File: config.mk
export PLATFORM = sky130hd
export DESIGN_NAME = bnn_conv_stream_flat
export DESIGN_NICKNAME = d
export VERILOG_FILES = /design/src/rtl/bnn_conv_stream_if.sv /design/src/rtl/bnn_conv_stream.sv /design/src/flat_wrapper.sv
export SDC_FILE = /design/constraint.sdc
export NUM_CORES = 2
export LEC_CHECK = 0
export ABC_AREA = 1
export CORE_MARGIN = 4
export CORE_UTILIZATION = 57
export DETAILED_ROUTE_END_ITERATION = 16
export GPL_ROUTABILITY_DRIVEN = 0
export GPL_TIMING_DRIVEN = 1
export PLACE_DENSITY = 0.74
export SLEW_MARGIN = 20
export SYNTH_ARGS = -nofsm -noshare
export SYNTH_HDL_FRONTEND = slang
export SYNTH_SLANG_ARGS = --single-unit
File: constraint.sdc
create_clock -name clk -period 8.6 [get_ports clk]
set_input_delay 0.86 -clock clk [delete_from_list [all_inputs] [get_ports clk]]
set_output_delay 0.86 -clock clk [all_outputs]
set_load 0.02 [all_outputs]
File: src/rtl/bnn_conv_stream_if.sv
`default_nettype none
// ============================================================================
// Module : bnn_conv_stream_if - pixel-in / result-out stream bundle
// Rev    : 1.0 - initial release
// ============================================================================
interface bnn_conv_stream_if #(
  parameter int DW = 16,
  parameter int OW = 20
);
  logic signed [DW-1:0] din;
  logic                 din_valid;
  logic                 din_ready;
  logic signed [OW-1:0] dout;
  logic                 ovalid;
  logic                 done;
`ifdef BNN_CONV_BIN_OUT_EN
  logic                 bout;

  modport master (output din, din_valid, input din_ready, dout, ovalid, done, bout);
  modport slave  (input din, din_valid, output din_ready, dout, ovalid, done, bout);
`else
  modport master (output din, din_valid, input din_ready, dout, ovalid, done);
  modport slave  (input din, din_valid, output din_ready, dout, ovalid, done);
`endif
endinterface
`default_nettype wire

File: src/rtl/bnn_conv_stream.sv
`default_nettype none
// ============================================================================
// Module : bnn_conv_stream - streaming binary-weight KxK convolution engine
//          (line buffer + window + +/-1 accumulate). Optional macro
//          BNN_CONV_BIN_OUT_EN adds the sign bit output bout.
// Rev    : 1.0 - initial release
// ============================================================================
module bnn_conv_stream #(
  parameter int DW    = 16,
  parameter int K     = 3,
  parameter int MAX_W = 32,
  parameter int DIM_W = 6
) (
  input  wire              clk,
  input  wire              rstn,
  input  wire              weight_en,
  input  wire              weight,
  input  wire              weight_clr,
  output logic             weight_full,
  input  wire [DIM_W-1:0]  img_w,
  input  wire [DIM_W-1:0]  img_h,
  input  wire              start,
  output logic             busy,
  bnn_conv_stream_if.slave st
);

  localparam int NW = K * K;
  localparam int OW = DW + $clog2(NW);
  localparam int CW = $clog2(NW + 1);
  localparam int AW = (MAX_W > 1) ? $clog2(MAX_W) : 1;
  localparam logic [DIM_W-1:0] K_D    = DIM_W'(K);
  localparam logic [DIM_W-1:0] KM1_D  = DIM_W'(K - 1);
  localparam logic [DIM_W-1:0] MAXW_D = DIM_W'(MAX_W);
  localparam logic [CW-1:0]    NW_C   = CW'(NW);

  typedef enum logic [1:0] {
    IDLE  = 2'd0,
    RUN   = 2'd1,
    DRAIN = 2'd2
  } state_t;

  state_t state, state_nx;

  logic [CW-1:0]        wcnt;
  logic [NW-1:0]        wbits;
  logic [DIM_W-1:0]     fw, fh, row, col;
  logic [AW-1:0]        col_a;
  logic                 drain_cnt;
  logic                 din_rdy;
  logic                 go, accept, win_ok, last_px;
  logic                 win_vld, win_last;
  logic signed [DW-1:0] lb  [K-1][MAX_W];
  logic signed [DW-1:0] win [NW];
  logic signed [OW-1:0] acc, xe;
  logic signed [OW-1:0] dout_r;
  logic                 ovalid_r, done_r;

  assign weight_full = (wcnt == NW_C);
  assign go      = (state == IDLE) && start && weight_full &&
                   (img_w >= K_D) && (img_w <= MAXW_D) && (img_h >= K_D);
  assign accept  = st.din_valid && din_rdy;
  assign win_ok  = (row >= KM1_D) && (col >= KM1_D);
  assign last_px = (row == fh - 1'b1) && (col == fw - 1'b1);
  assign col_a   = col[AW-1:0];

  always_ff @(posedge clk) begin
    if (!rstn) state <= IDLE;
    else       state <= state_nx;
  end

  always_comb begin
    state_nx = state;
    din_rdy  = 1'b0;
    busy     = 1'b1;
    case (state)
      IDLE: begin
        busy = 1'b0;
        if (go) state_nx = RUN;
      end
      RUN: begin
        din_rdy = 1'b1;
        if (accept && last_px) state_nx = DRAIN;
      end
      DRAIN: begin
        if (drain_cnt) state_nx = IDLE;
      end
      default: state_nx = IDLE;
    endcase
  end

  // Weight bits are only writable while no frame is in flight.
  always_ff @(posedge clk) begin
    if (!rstn) begin
      wcnt <= '0;
    end else if (state == IDLE) begin
      if (weight_clr)                     wcnt <= '0;
      else if (weight_en && !weight_full) wcnt <= wcnt + 1'b1;
    end
  end

  always_ff @(posedge clk) begin
    if (state == IDLE && !weight_clr && weight_en && !weight_full)
      wbits[wcnt] <= weight;
  end

  always_ff @(posedge clk) begin
    if (!rstn) begin
      fw        <= '0;
      fh        <= '0;
      row       <= '0;
      col       <= '0;
      drain_cnt <= 1'b0;
      win_vld   <= 1'b0;
      win_last  <= 1'b0;
      ovalid_r  <= 1'b0;
      done_r    <= 1'b0;
      dout_r    <= '0;
    end else begin
      if (go) begin
        fw  <= img_w;
        fh  <= img_h;
        row <= '0;
        col <= '0;
      end else if (accept) begin
        if (col == fw - 1'b1) begin
          col <= '0;
          row <= row + 1'b1;
        end else begin
          col <= col + 1'b1;
        end
      end
      drain_cnt <= (state == DRAIN) && !drain_cnt;
      win_vld   <= accept && win_ok;
      win_last  <= accept && last_px;
      ovalid_r  <= win_vld;
      done_r    <= win_vld && win_last;
      if (win_vld) dout_r <= acc;
    end
  end

  // Window row 0 / column 0 are the oldest; lb[j] holds the row j+1 above.
  always_ff @(posedge clk) begin
    if (accept) begin
      for (int r = 0; r < K; r++)
        for (int c = 0; c < K - 1; c++)
          win[r*K+c] <= win[r*K+c+1];
      for (int r = 0; r < K - 1; r++)
        win[r*K+K-1] <= lb[K-2-r][col_a];
      win[NW-1]    <= st.din;
      lb[0][col_a] <= st.din;
      for (int j = 1; j < K - 1; j++)
        lb[j][col_a] <= lb[j-1][col_a];
    end
  end

  always_comb begin
    acc = '0;
    xe  = '0;
    for (int i = 0; i < NW; i++) begin
      xe  = {{(OW-DW){win[i][DW-1]}}, win[i]};
      acc = wbits[i] ? (acc + xe) : (acc - xe);
    end
  end

  assign st.din_ready = din_rdy;
  assign st.dout      = dout_r;
  assign st.ovalid    = ovalid_r;
  assign st.done      = done_r;

`ifdef BNN_CONV_BIN_OUT_EN
  logic bout_r;

  always_ff @(posedge clk) begin
    if (!rstn)        bout_r <= 1'b0;
    else if (win_vld) bout_r <= ~acc[OW-1];
  end

  assign st.bout = bout_r;
`endif

endmodule
`default_nettype wire

File: src/flat_wrapper.sv
// flat-port wrapper written by rule: the top's interface ports become plain ports
module bnn_conv_stream_flat 
#(
  parameter int DW    = 16,
  parameter int K     = 3,
  parameter int MAX_W = 32,
  parameter int DIM_W = 6
)
  (clk, rstn, weight_en, weight, weight_clr, weight_full, img_w, img_h, start, busy, st_din, st_din_valid, st_din_ready, st_dout, st_ovalid, st_done);
  bnn_conv_stream_if #(.DW(DW), .OW((DW + $clog2((K * K))))) st_i ();
  input  wire clk;
  input  wire rstn;
  input  wire weight_en;
  input  wire weight;
  input  wire weight_clr;
  output logic weight_full;
  input  wire [DIM_W-1:0] img_w;
  input  wire [DIM_W-1:0] img_h;
  input  wire start;
  output logic busy;
  input wire logic [$bits(st_i.din)-1:0] st_din;
  input wire logic [$bits(st_i.din_valid)-1:0] st_din_valid;
  output wire logic [$bits(st_i.din_ready)-1:0] st_din_ready;
  output wire logic [$bits(st_i.dout)-1:0] st_dout;
  output wire logic [$bits(st_i.ovalid)-1:0] st_ovalid;
  output wire logic [$bits(st_i.done)-1:0] st_done;
  assign st_i.din = st_din;
  assign st_i.din_valid = st_din_valid;
  assign st_din_ready = st_i.din_ready;
  assign st_dout = st_i.dout;
  assign st_ovalid = st_i.ovalid;
  assign st_done = st_i.done;
  bnn_conv_stream #(.DW(DW), .K(K), .MAX_W(MAX_W), .DIM_W(DIM_W)) u_core (.clk(clk), .rstn(rstn), .weight_en(weight_en), .weight(weight), .weight_clr(weight_clr), .weight_full(weight_full), .img_w(img_w), .img_h(img_h), .start(start), .busy(busy), .st(st_i));
endmodule
### After elaboration in Yosys (flattened, before gate mapping)

Memories as Yosys holds them, arrays and structs flattened.
Cells that the tools add are included.

| cells by class | value |
|---|---|
| $add $sub $neg | 22 |
| order comparisons | 9 |
| equality and inequality tests | 8 |
| muxes and demuxes | 32 |
| bitwise gates (word level) | 2 |
| reductions and logical operators | 27 |

Operators by type and width:

| cell | number |
|---|---|
| two-way mux 512 bit | 1 |
| two-way mux 20 bit | 9 |
| adder 20 x 16 -> 20 bit | 8 |
| binary-select mux 16 bit (select 5 bit) | 2 |
| subtractor 20 x 16 -> 20 bit | 8 |
| demux 16 bit (select 5 bit) | 1 |
| two-way mux 16 bit | 5 |
| >= comparator 6 x 2 -> 1 bit, second input constant | 4 |
| logical AND 1 bit | 18 |
| subtractor 1 x 16 -> 17 bit, first input constant | 1 |
| adder 6 x 1 -> 6 bit, second input constant | 2 |
| == test 6 bit | 2 |
| subtractor 6 x 1 -> 6 bit, second input constant | 2 |
| bitwise mux 9 bit | 1 |
| two-way mux 4 bit | 2 |
| >= comparator 6 bit, second input constant | 1 |
| <= comparator 6 bit, second input constant | 1 |
| < comparator 6 x 1 -> 1 bit, second input constant | 1 |
| two-way mux 2 bit | 3 |
| two-way mux 6 bit | 1 |
| != test 2 x 1 -> 1 bit, second input constant | 3 |
| NOT 5 -> 6 bit | 1 |
| case mux 2 bit (3 select lines) | 1 |
| < comparator 4 x 5 -> 1 bit, second input constant | 1 |
| other kinds (14) | 21 |

| storage, ports and cells | value |
|---|---|
| register bits | 64 |
| RAM bits | 1168 |
| bits of input ports | 35 |
| output and inout port bits | 25 |
| word-level logic and storage cells | 115 |
| memories kept | 2 |

Memory list:

| name | depth | bits a word | rd ports | clocked after memory_dff | write ports | RTL line | RTL |
|---|---|---|---|---|---|---|---|
| u_core.lb | 2 | 512 | 2 | 0 | 2 | bnn_conv_stream.sv:52 | `logic signed [DW-1:0] lb [K-1][MAX_W];` |
| u_core.win | 9 | 16 | 9 | 0 | 9 | bnn_conv_stream.sv:53 | `logic signed [DW-1:0] win [NW];` |

### Logic depth before layout (Yosys ltp)

| depth | value |
|---|---|
| depth in word-level cells | 18 |
| depth in mapped cells | 67 |
| depth with buffers taken out | 67 |

### Worst setup path after synthesis

Ideal clock, no wire load.

| timing | value |
|---|---|
| path kind | reg2reg |
| start point | reg u_core.wbits[1] |
| end point | reg u_core.dout_r[19] (netlist: u_core.st.dout[19]) |
| library setup time | 109 ps |
| data arrival time | 9151 ps |
| required time | 8491 ps |
| slack | -660 ps |
| cell stages (with the launch flop) | 66 |
| buffers on the path | 1 |
| clock period less this slack | 9260 ps |
| path through | edfxtp_1 -> buf_2 -> inv_1 -> nand2_1 -> xor2_1 -> ha_1 -> a21oi_1 -> nand2_1 -> xor2_1 -> ha_1 -> a21oi_1 -> inv_1 -> a31oi_1 -> xnor2_1 -> ha_1 -> nand2_1 -> inv_1 -> nand2_1 -> (+30 left out) -> o21ai_0 -> o21bai_2 -> nand2_1 -> nand2_1 -> a21oi_1 -> xnor2_1 -> ha_1 -> inv_1 -> nor3_1 -> nor3b_1 -> nand4_1 -> nand3_1 -> xor2_2 -> nand3_1 -> nand3_2 -> nand3_1 -> nand2_1 -> inv_1 |

| on the way | value |
|---|---|
| word-level cells in the longest chain between the ends | 15 |
| elaborated cells on any way between the ends | 22 |
| those cells by class | add/sub (14); mux (8) |

Ends and longest elaborated chain:

| what | RTL line | RTL |
|---|---|---|
| start: declaration | bnn_conv_stream.sv:45 | `logic [NW-1:0] wbits;` |
| start signal: indexed assignment | bnn_conv_stream.sv:103 | `wbits[wcnt] <= weight;` |
| two-way mux 20 bit * | bnn_conv_stream.sv:161 | `acc = wbits[i] ? (acc + xe) : (acc - xe);` |
| subtractor 20 x 16 -> 20 bit / adder 20 x 16 -> 20 bit (equally long branches) | bnn_conv_stream.sv:161 |  |
| two-way mux 20 bit * | bnn_conv_stream.sv:161 |  |
| subtractor 20 x 16 -> 20 bit / adder 20 x 16 -> 20 bit (equally long branches) | bnn_conv_stream.sv:161 |  |
| two-way mux 20 bit * | bnn_conv_stream.sv:161 |  |
| subtractor 20 x 16 -> 20 bit / adder 20 x 16 -> 20 bit (equally long branches) | bnn_conv_stream.sv:161 |  |
| two-way mux 20 bit * | bnn_conv_stream.sv:161 |  |
| subtractor 20 x 16 -> 20 bit / adder 20 x 16 -> 20 bit (equally long branches) | bnn_conv_stream.sv:161 |  |
| two-way mux 20 bit * | bnn_conv_stream.sv:161 |  |
| subtractor 20 x 16 -> 20 bit / adder 20 x 16 -> 20 bit (equally long branches) | bnn_conv_stream.sv:161 |  |
| two-way mux 20 bit * | bnn_conv_stream.sv:161 |  |
| subtractor 20 x 16 -> 20 bit / adder 20 x 16 -> 20 bit (equally long branches) | bnn_conv_stream.sv:161 |  |
| two-way mux 20 bit * | bnn_conv_stream.sv:161 |  |
| subtractor 20 x 16 -> 20 bit / adder 20 x 16 -> 20 bit (equally long branches) | bnn_conv_stream.sv:161 |  |
| two-way mux 20 bit * | bnn_conv_stream.sv:161 |  |
| end signal: assignment | bnn_conv_stream.sv:117 | `dout_r <= '0;` |
| end signal: assignment | bnn_conv_stream.sv:137 | `if (win_vld) dout_r <= acc;` |
| end: declaration | bnn_conv_stream.sv:55 | `logic signed [OW-1:0] dout_r;` |

Every way passes the cells marked *; elsewhere a longest branch is shown, timed or not.
A chain may end at the register's enable or synchronous reset.

==> metrics <==
outcome=finished with violations; failing checks=setup timing; Cell variety after synth=between 70 and 80; CP most frequent cell=nand2_1; Core Area=0.0987 mm²; Main synth FF type=edfxtp_1; Crit path largest cell delay=roughly 0.43 ns; CTS tree=built; hold-fix buffers at CTS=0; CTS Root Cell=clkbuf_16; Finished Cell Area=between 0.06 and 0.07 mm²; Hold Fails Final Rpt=0; CP max FO=4; Rows=between 100 and 150; Detailed Route Iter0 Violations=5,340; hpwl dp=90,100 µm; Req. time, crit path=~9 ns; fraction of registers with async set/reset=0; metal2 WL=around 75,000 µm; number of synthesized flops with an enable pin=1,177; PortBufs=between 50 and 60; total global routing overflow=0; hold depth=2; hold crit path type=register to register; Inserted Clock Buffers=approximately 120; kind of critical path=register to register; Placed Area=0.0618 mm²; Clock Sinks=1,232; initial antenna violation count=3; synthesized net count=5,203; Avg Cell Area, Syn=between 10 and 15 µm²; FF+latch count, synth=1,232; Avg Vias per Cell=6.14; Post-Syn Area=approximately 0.057 mm²; # H-tree levels=3; Worst Setup Start Kind=register; f_max=~100 MHz; largest net degree at the start of global routing=about 200; clk buf depth=3; Total GRT Usage=0.292; Die W=approximately 320 µm; slew margin rel.=0.253; register area=around 0.036 mm²; RSZ-0062 raised after global routing=yes; Final Skew=about 0.037 ns; vias in the first global route=roughly 40,000; multi-input logic area=0.0200 mm²; crit path capture type=register; worst reg2reg setup slack=-1.24 ns; clock slew at reported path FFs=~0.060 ns; first-pass GRT wire length=between 200,000 and 250,000 µm; Setup crit start=u_core.win[0][2]$_DFFE_PP_; vias=between 40,000 and 50,000; WL/cell=between 20 and 25 µm; worst setup margin=-1.24 ns; period utilization=1.14; Area Growth Syn to Fin=18.5%; DR top layer=met5; Yosys Warn Count=0; R2R depth=62; commonest non-fill, non-tap cell in the layout=edfxtp_1; most frequent cells in the layout=1,177 x edfxtp_1, 725 x nor2_1, 590 x o21ai_0; Mapped Cells=about 5,000; Die Height=324 µm; drt total wl=158,000 µm; Pins Over Slew Limit=0; final core utilization=0.683; Reg-to-Reg End=u_core.st.dout[19]$_SDFFE_PN0P_; Residual DRC=0; Layout fillers=approximately 7,000; met3 routed WL=between 15,000 and 20,000 µm; wl on met1=~61,000 µm; post-layout minimum cycle time=9.84 ns; Setup crit end=u_core.st.dout[19]$_SDFFE_PN0P_; drt pass-1 iters=6; die area=about 0.11 mm²; worst slew pin tran=1.12 ns; Max-Cap Viols=0; Starting Density=0.577; num ports=60; Critical-path top delay cell=edfxtp_1; share of cells above drive strength 1=0.186; nets@finish=roughly 5,700; CP Data Arrival Time=approximately 10 ns; sequential-to-total area share from yosys stat=0.640; worst skew pair latency=roughly 0.71 ns; residual antenna-violating net count after detailed routing=0; R2R Path Start=u_core.win[0][2]$_DFFE_PP_; Final setup viols=10
[area by class of cell]
| type | count | area share |
|---|---|---|
| diodes | 1 | 0.0000371 |
| clock buffers | 153 | 0.0478 |
| clock inverters | 62 | 0.00912 |
| inverters | 299 | 0.0170 |
| multi-input cells | 3237 | 0.296 |
| flip-flops and latches | 1232 | 0.540 |
| well taps | 1287 | 0.0239 |
| repair buffers | 563 | 0.0657 |
[logic make-up after synthesis]
group | share of synthesized area
AO/OA/AOI/OAI | 0.135
XOR/XNOR | 0.0430
adder cells (fa/ha/maj) | 0.0408
buffers and inverters | 0.0352
flip-flops | 0.640
AND/OR/NAND/NOR | 0.106
[through the flow]
| step | cells | hold slack (ns) | worst slack, ns | setup TNS (ns) |
|---|---|---|---|---|
| 6_report | 6834 | 0.425 | -1.24 | -6.20 |
| 3_3_place_gp | 6516 | 0.414 | -0.666 | -2.40 |
| 3_5_place_dp | 6516 | 0.421 | -1.07 | -5.01 |
| 5_1_grt | 6834 | 0.447 | -1.87 | -11.97 |
| 2_1_floorplan | 4987 | 0.394 | -0.127 | -0.127 |
| 4_1_cts | 6803 | 0.430 | -0.747 | -2.89 |
[sequential cells by signal, summed over array words and instances, names as in the netlist, 2 cells and up]
register        count
u_core.col          6
u_core.lb        1024
u_core.wbits        9
u_core.st.dout     20
u_core.fh           6
u_core.state        2
u_core.wcnt         4
u_core.win        144
u_core.fw           6
u_core.row          6
[routing by layer]
metal / track usage / vias to the layer above
li1: - / 19000
met1: 0.394 / 20300
met3: 0.0481 / 415
met2: 0.480 / 2246
met5: 0 / -
met4: 0.113 / 2
[critical path: cells and delay by family, from the launching register on]
kind / cells / cell delay (ns)
fa+ha+maj: 8 / 2.52
xor+xnor: 9 / 1.39
simple gates: 25 / 2.69
buf+inv: 8 / 0.72
compound gates: 12 / 1.96
flops: 1 / 0.43
[cells in the mapped netlist, types with 4 or more instances]
library cell,instances,area (µm²)
a211oi_1,5,37.5
a21o_1,8,60.1
a21oi_1,211,1060
a221oi_1,64,561
a22o_1,64,561
a31oi_1,16,100
buf_1,5,18.8
buf_2,11,55.1
clkbuf_1,197,739
dfxtp_1,55,1100
edfxtp_1,1177,35300
fa_1,8,160
ha_1,173,2160
inv_1,285,1070
inv_2,11,41.3
nand2_1,434,1630
nand2_2,24,150
nand3_1,94,470
nand3_2,9,90.1
nand4_1,12,75.1
nor2_1,774,2910
nor2_2,14,87.6
nor2_4,9,101
nor3_1,49,245
nor4_1,13,81.3
o2111ai_1,4,35.0
o211ai_1,12,90.1
o21ai_0,614,3070
o21ai_1,15,75.1
o21bai_1,7,52.6
o22ai_1,256,1600
o31ai_1,15,113
or2_2,6,37.5
xnor2_1,101,885
xor2_1,175,1530
[worst min-delay path by stage]
stage	endpoint	from	slack [ns]
floorplan	u_core.st.done$_SDFF_PN0_	u_core.win_last$_SDFF_PN0_	0.39
global placement	u_core.st.done$_SDFF_PN0_	u_core.win_last$_SDFF_PN0_	0.41
global route	u_core.st.done$_SDFF_PN0_	u_core.win_last$_SDFF_PN0_	0.45
finish	u_core.st.done$_SDFF_PN0_	u_core.win_last$_SDFF_PN0_	0.42
detailed placement	u_core.st.done$_SDFF_PN0_	u_core.win_last$_SDFF_PN0_	0.42
CTS	u_core.st.done$_SDFF_PN0_	u_core.win_last$_SDFF_PN0_	0.43
[timing repair]
action / CTS / global route
endpoints found under the setup margin: 10 / 12
endpoints found under the hold margin: 0 / 0
setup buffers: 73 / 39
gates resized for setup: 88 / 160
pin swaps: 67 / 98
Power is left out: the tool's default activity adds up to more than one toggle a clock period on the data nets, which glitch-free logic cannot reach.
